`config.mk`:
```
export PLATFORM = sky130hd
export DESIGN_NAME = mem_tile_obi_initializer
export DESIGN_NICKNAME = d
export VERILOG_FILES = /design/src/rtl/mem_tile_obi_initializer.sv
export SDC_FILE = /design/constraint.sdc
export NUM_CORES = 1
export LEC_CHECK = 0
export CAP_MARGIN = 10
export CORE_AREA = 2 2 501 503
export CTS_BUF_LIST = sky130_fd_sc_hd__clkbuf_4 sky130_fd_sc_hd__clkbuf_8
export DETAILED_ROUTE_END_ITERATION = 8
export DIE_AREA = 0 0 503 505
export PLACE_DENSITY = 0.3
export SYNTH_ARGS = -nofsm -noshare
export SYNTH_HDL_FRONTEND = slang
export SYNTH_SLANG_ARGS = --single-unit
```
`constraint.sdc`:
```
create_clock -name clk_i -period 9.64 [get_ports clk_i]
set_input_delay 0.964 -clock clk_i [delete_from_list [all_inputs] [get_ports clk_i]]
set_output_delay 0.964 -clock clk_i [all_outputs]
set_load 0.05 [all_outputs]
```
`src/rtl/mem_tile_obi_initializer.sv`:
```
// mem_tile_obi_initializer
//   OBI manager that walks a contiguous window of the memory tile. It writes a
//   per-word pattern to every word and, optionally, reads each word back and
//   compares it against the same pattern. It is used for boot-time
//   zeroing/preload and for built-in memory checks.
//
// Ports
//   clk_i, rst_ni            clock, synchronous active-low reset
//   start_i                  start a run (accepted only in IDLE or DONE)
//   check_i, base_addr_i,
//   pattern_i                run configuration, captured together with start_i
//   obi_req_o/obi_gnt_i      OBI A-channel handshake
//   obi_addr_o, obi_we_o,
//   obi_be_o, obi_wdata_o    OBI A-channel payload (registered)
//   obi_rvalid_i/obi_rdata_i OBI R-channel, responses arrive in order
//   busy_o, done_o           run status
//   error_o, err_addr_o,
//   err_count_o              compare result of the current/last run
module mem_tile_obi_initializer #(
  parameter int unsigned AddrWidth      = 48,
  parameter int unsigned DataWidth      = 512,
  parameter int unsigned NumWords       = 4096,
  parameter int unsigned MaxOutstanding = 2
) (
  input  logic                     clk_i,
  input  logic                     rst_ni,
  input  logic                     start_i,
  input  logic                     check_i,
  input  logic [AddrWidth-1:0]     base_addr_i,
  input  logic [31:0]              pattern_i,
  output logic                     obi_req_o,
  input  logic                     obi_gnt_i,
  output logic [AddrWidth-1:0]     obi_addr_o,
  output logic                     obi_we_o,
  output logic [DataWidth/8-1:0]   obi_be_o,
  output logic [DataWidth-1:0]     obi_wdata_o,
  input  logic                     obi_rvalid_i,
  input  logic [DataWidth-1:0]     obi_rdata_i,
  output logic                     busy_o,
  output logic                     done_o,
  output logic                     error_o,
  output logic [AddrWidth-1:0]     err_addr_o,
  output logic [15:0]              err_count_o
);

  localparam int unsigned BeWidth  = DataWidth / 8;
  localparam int unsigned Reps     = DataWidth / 32;
  localparam int unsigned IdxWidth = $clog2(NumWords + 1);
  localparam int unsigned OutWidth = $clog2(MaxOutstanding + 1);
  localparam logic [IdxWidth-1:0] LastIdx = IdxWidth'(NumWords - 1);
  localparam logic [OutWidth-1:0] MaxOut  = OutWidth'(MaxOutstanding);
  localparam logic [IdxWidth-1:0] IdxZero = {IdxWidth{1'b0}};
  localparam logic [IdxWidth-1:0] IdxOne  = IdxWidth'(1'b1);
  localparam logic [OutWidth-1:0] OutZero = {OutWidth{1'b0}};
  localparam logic [OutWidth-1:0] OutOne  = OutWidth'(1'b1);

  typedef enum logic [2:0] {
    IDLE   = 3'd0,
    WRITE  = 3'd1,
    WDRAIN = 3'd2,
    READ   = 3'd3,
    RDRAIN = 3'd4,
    DONE   = 3'd5
  } state_e;

  // Pattern word for index idx, replicated across the data bus.
  function automatic logic [DataWidth-1:0] word_data(input logic [31:0]         seed,
                                                     input logic [IdxWidth-1:0] idx);
    logic [31:0] w;
    w = seed ^ 32'(idx);
    return {Reps{w}};
  endfunction

  // Byte address of word idx inside the window.
  function automatic logic [AddrWidth-1:0] word_addr(input logic [AddrWidth-1:0] base,
                                                     input logic [IdxWidth-1:0]  idx);
    return base + AddrWidth'(idx) * AddrWidth'(BeWidth);
  endfunction

  state_e                state_r;
  logic [IdxWidth-1:0]   idx_r;
  logic [IdxWidth-1:0]   cmp_idx_r;
  logic [OutWidth-1:0]   out_r;
  logic [AddrWidth-1:0]  base_r;
  logic [31:0]           pattern_r;
  logic                  check_r;

  logic                  fire_s;
  logic                  rsp_s;
  logic                  cmp_s;
  logic                  mismatch_s;
  logic                  run_s;
  logic [OutWidth-1:0]   out_next_s;
  logic [IdxWidth-1:0]   idx_next_s;
  logic                  can_issue_s;
  logic                  drained_s;

  // Next-cycle view of the handshake counters; req/addr/data are registered
  // from these so a fresh request can go out in the cycle after a grant.
  always_comb begin
    fire_s      = obi_req_o & obi_gnt_i;
    run_s       = (state_r == WRITE) || (state_r == WDRAIN) ||
                  (state_r == READ)  || (state_r == RDRAIN);
    // Responses outside a run (e.g. stragglers after reset) are discarded.
    rsp_s       = obi_rvalid_i && run_s && (out_r != OutZero);
    cmp_s       = obi_rvalid_i && ((state_r == READ) || (state_r == RDRAIN));
    mismatch_s  = cmp_s && (obi_rdata_i != word_data(pattern_r, cmp_idx_r));
    if (fire_s && !rsp_s) begin
      out_next_s = out_r + OutOne;
    end else if (!fire_s && rsp_s) begin
      out_next_s = out_r - OutOne;
    end else begin
      out_next_s = out_r;
    end
    if (fire_s) begin
      idx_next_s = idx_r + IdxOne;
    end else begin
      idx_next_s = idx_r;
    end
    can_issue_s = (out_next_s < MaxOut);
    drained_s   = (out_next_s == OutZero);
  end

  // Run sequencer, OBI request generation and compare bookkeeping.
  always_ff @(posedge clk_i) begin
    if (!rst_ni) begin
      state_r     <= IDLE;
      idx_r       <= IdxZero;
      cmp_idx_r   <= IdxZero;
      out_r       <= OutZero;
      base_r      <= {AddrWidth{1'b0}};
      pattern_r   <= 32'h0000_0000;
      check_r     <= 1'b0;
      obi_req_o   <= 1'b0;
      obi_addr_o  <= {AddrWidth{1'b0}};
      obi_we_o    <= 1'b0;
      obi_be_o    <= {BeWidth{1'b0}};
      obi_wdata_o <= {DataWidth{1'b0}};
      busy_o      <= 1'b0;
      done_o      <= 1'b0;
      error_o     <= 1'b0;
      err_addr_o  <= {AddrWidth{1'b0}};
      err_count_o <= 16'h0000;
    end else begin
      out_r <= out_next_s;
      if (cmp_s) begin
        cmp_idx_r <= cmp_idx_r + IdxOne;
      end
      if (mismatch_s) begin
        error_o <= 1'b1;
        if (err_count_o != 16'hFFFF) begin
          err_count_o <= err_count_o + 16'd1;
        end
        // Only the first mismatch of a run is reported by address.
        if (!error_o) begin
          err_addr_o <= word_addr(base_r, cmp_idx_r);
        end
      end
      case (state_r)
        IDLE, DONE: begin
          out_r <= OutZero;
          if (start_i) begin
            state_r     <= WRITE;
            base_r      <= base_addr_i;
            pattern_r   <= pattern_i;
            check_r     <= check_i;
            idx_r       <= IdxZero;
            cmp_idx_r   <= IdxZero;
            obi_req_o   <= 1'b1;
            obi_addr_o  <= base_addr_i;
            obi_we_o    <= 1'b1;
            obi_be_o    <= {BeWidth{1'b1}};
            obi_wdata_o <= word_data(pattern_i, IdxZero);
            busy_o      <= 1'b1;
            done_o      <= 1'b0;
            error_o     <= 1'b0;
            err_addr_o  <= {AddrWidth{1'b0}};
            err_count_o <= 16'h0000;
          end
        end
        WRITE, READ: begin
          idx_r <= idx_next_s;
          if (fire_s && (idx_r == LastIdx)) begin
            state_r   <= (state_r == WRITE) ? WDRAIN : RDRAIN;
            obi_req_o <= 1'b0;
          end else begin
            // While stalled idx is unchanged, so addr/data are reloaded with
            // the same values and out_next cannot grow: req stays up.
            obi_req_o   <= can_issue_s;
            obi_addr_o  <= word_addr(base_r, idx_next_s);
            obi_wdata_o <= (state_r == WRITE) ? word_data(pattern_r, idx_next_s)
                                              : {DataWidth{1'b0}};
          end
        end
        WDRAIN: begin
          if (drained_s && check_r) begin
            state_r     <= READ;
            idx_r       <= IdxZero;
            cmp_idx_r   <= IdxZero;
            obi_req_o   <= 1'b1;
            obi_addr_o  <= base_r;
            obi_we_o    <= 1'b0;
            obi_wdata_o <= {DataWidth{1'b0}};
          end else if (drained_s) begin
            state_r  <= DONE;
            obi_we_o <= 1'b0;
            obi_be_o <= {BeWidth{1'b0}};
            busy_o   <= 1'b0;
            done_o   <= 1'b1;
          end
        end
        RDRAIN: begin
          if (drained_s) begin
            state_r  <= DONE;
            obi_be_o <= {BeWidth{1'b0}};
            busy_o   <= 1'b0;
            done_o   <= 1'b1;
          end
        end
        default: begin
          state_r   <= IDLE;
          obi_req_o <= 1'b0;
          busy_o    <= 1'b0;
          done_o    <= 1'b0;
        end
      endcase
    end
  end

endmodule

```
==> flow_summary.ini <==
[run_status]
status = finished clean

[finish]
fillers = 28300
fin_nets = 4312
final_cell_mix = 1,289 x clkdlybuf4s50_1, 289 x nand2_1, 254 x dfxtp_1, 183 x nor2_1, 154 x xnor2_1
drive_gt1_frac = 0.0630
final_area_um2 = 37300
final_common_cell = clkdlybuf4s50_1
area_growth_pct = 63.1
final_core_util = 0.150

[detailed_routing]
wirelength_um = 190000
vias_per_cell = 3.55
ant_nets = 0
dr.first_iter.drc_count = 1698
drt_first_pass_iters = 6
drc = 0
wire_per_inst_um = 26.8
vias = 25100

[setup_path]
crit_path_end = err_addr_o[43]
reg2reg_slack_ns = 3.32
critPathBufInv = 1
cp.depth = 10
worstSetupStartpoint = pattern_r[10]
crit_family = simple AND/OR/NAND/NOR gates
rr_startpoint = pattern_r[10]
critPathLaunchType = flip-flop
rr_worst_depth = 10
path_class = flip-flop to flip-flop
worstReg2RegEnd = err_addr_o[43]
crit_top_cell = nand4_1
path_cells = xnor2_2 -> xnor2_1 -> a2111oi_0 -> nand4_1 -> nor4_1 -> nand4_1 -> o211ai_4 -> buf_4 -> mux2i_1 -> nor2_1
slowest_delay_ns = 0.95
cp_slowest_cell = nor4_1
cp-end-kind = flip-flop
worstPathRequired_ns = 10.19
worstPathMaxFanout = 42
cp.arrival_ns = 6.87

[floorplanning]
placementRows = 183
core_area_um2 = 248000
die_w_um = 503
die-area_um2 = 254000
initial_core_util = 0.0921
num_io_pins = 1291
fp.dieH_um = 505

[power_and_ir_drop]
leakage_uw = 0.0130
ir_worst_vdd_mv = 0.0891
p_per_area_nw_per_um2 = 131

[synthesis]
synth_area_per_cell_um2 = 7.70
synth_top_family_by_area = simple AND/OR/NAND/NOR gates
synth_xor_area_frac = 0.110
synth-edff-count = 0
synthesis.area_um2 = 22900
synthAdderAreaFrac = 0.0203
synth-simple-area-share = 0.228
synthDistinctLibCells = 77
async_flop_share = 0
ys_seq_area_frac = 0.229
synth-compound-area-share = 0.155
yosys_most_used_dff = dfxtp_1
yosys_warnings = 0
synth_mux_area_frac = 0.0407
synth_seq_cells = 262
syn_nets = 3603
syn_inst = 2970

[sta]
hold_violations = 0
holdWs_ns = 0.467
finalCritPeriodShare = 0.656
grt_setup_unrepaired = false
maxSlewHeadroom = 0.283
slew_viol_final = 0
setup_viol = 0
tns_ns = 0
fmax_mhz = 158
period_minus_slack_ns = 6.32
fin_skew_ns = 0.0428
worst_pin_slew_ns = 1.07

[global_routing]
grt_usage = 0.142
antenna_found_initial = 101
overflow = 0
grt_pass1_vias = 24400
grt_max_degree = 68
grt_pass1_wl_um = 243000

[clocking]
htree_levels = 2
clock_latency_ns = 0.71
clockBufferDepth = 3
cts_sinks = 262
hold_buffers = 0
postCtsSetupBuffers = 0
cts_tree = done
cts_resized = 0
root_buffer = clkbuf_8
clk_pin_slew_worst_paths_ns = 0.06
numCtsBuffers = 55

[placed_design]
portBuffers = 1290
place_area_um2 = 36000
dp_hpwl_um = 156000
globalplace.congestion = 0.920

[worst_hold_path]
hp-start = obi_addr_o[9]
hp-class = flip-flop to flip-flop

[job]
maxCapViolCount = 0
==> logic make-up (layout without fill, tap and decap cells) <==
kind of cell               after synthesis  after routing
DFF                                    262            262
other                                    0             45
muxes                                   92             92
xor gates and xnor gates               276            276
buffers and inverters                  756           1502
adders and majority gates               36             36
AOI/OAI and AO/OA                      502            502
and+or+nand+nor                       1046           1046
==> routing by layer <==
layer / track usage / part of all wire / vias to the layer above / wire length (µm)
met4: 0.0503 / 0.037 / 40 / 7060
met3: 0.0423 / 0.080 / 269 / 15300
met1: 0.165 / 0.40 / 12300 / 75800
met2: 0.244 / 0.48 / 1174 / 91800
li1: - / - / 11400 / -
met5: 0 / 0.0013 / - / 256
==> cells in the mapped netlist, types with 9 or more instances <==
cell type  count  share of area
nor3_1        90          0.020
inv_1         27         0.0044
a21o_1        12         0.0039
a21oi_1       58          0.013
nor4_1        50          0.014
or3_1         48          0.013
o21bai_1       9         0.0030
and2_1        25         0.0068
and3_1        77          0.021
or4_1         22         0.0072
ha_1          33          0.018
dfxtp_1      262           0.23
nor2b_1       15         0.0041
nand2b_1       9         0.0025
nor3b_1       35          0.011
a31oi_1       18         0.0049
buf_1         26         0.0043
a221oi_1      33          0.013
a2111oi_0     15         0.0057
o21ai_0       87          0.019
nand4_1       76          0.021
o221ai_1      22         0.0084
buf_4        545           0.18
mux2i_1       85          0.037
nor2_1       187          0.031
nand2_1      290          0.048
o22ai_1       30         0.0082
xor2_1       108          0.041
buf_2         15         0.0033
a21boi_0     101          0.033
nand3_1      106          0.023
clkbuf_1     136          0.022
xnor2_1      159          0.061
a22oi_1       24         0.0079
==> power by group <==
group	switching (µW)	internal, µW
clock	608	759
sequential	107	1140
combinational	1510	780
==> per-stage QoR <==
stage	instances	setup slack (ns)	total power, µW
6_report	7091	3.32	4890
3_3_place_gp	6951	2.57	3600
2_1_floorplan	2970	5.47	2720
4_1_cts	7045	2.81	5010
5_1_grt	7067	2.72	5110
3_5_place_dp	6951	2.47	3590
==> flip-flops by register name, summed over array words and instances (netlist names) <==
signal       count
base_r          48
err_addr_o      48
obi_addr_o      48
obi_wdata_o     32
pattern_r       32
err_count_o     16
cmp_idx_r       13
idx_r           13
state_r          3
out_r            2
busy_o           1
check_r          1
done_o           1
error_o          1
obi_be_o         1
obi_req_o        1
obi_we_o         1
==> layout make-up <==
cell class / count / area, µm² / area share
Antenna cell: 45 / 113 / 0.00302
Clock inverter: 9 / 118 / 0.00316
Multi-Input combinational cell: 1952 / 12900 / 0.345
Timing Repair Buffer: 1379 / 13600 / 0.364
Tap cell: 3330 / 4170 / 0.112
Sequential cell: 262 / 5260 / 0.141
Clock buffer: 85 / 1080 / 0.0289
Inverter: 29 / 109 / 0.00292
==> worst register-to-register path, stage by stage (launching register included) <==
cell and delay (ns):
dfxtp_1 0.44, xnor2_2 0.77, xnor2_1 0.13, a2111oi_0 0.75, nand4_1 0.60, nor4_1 0.95, nand4_1 0.71, o211ai_4 0.66
buf_4 0.73, mux2i_1 0.34, nor2_1 0.07
==> worst min-delay path by stage <==
| stage | end | depth (start not counted) | slack [ns] |
|---|---|---|---|
| 3_5_place_dp | obi_addr_o[42] | 1 | 0.45 |
| 6_report | obi_addr_o[9] | 2 | 0.47 |
| 2_1_floorplan | base_r[0] | 2 | 0.46 |
| 4_1_cts | obi_addr_o[6] | 2 | 0.47 |
| 5_1_grt | obi_addr_o[27] | 2 | 0.49 |
| 3_3_place_gp | obi_addr_o[42] | 1 | 0.45 |
No activity file was read; power rests on OpenSTA's default activity.
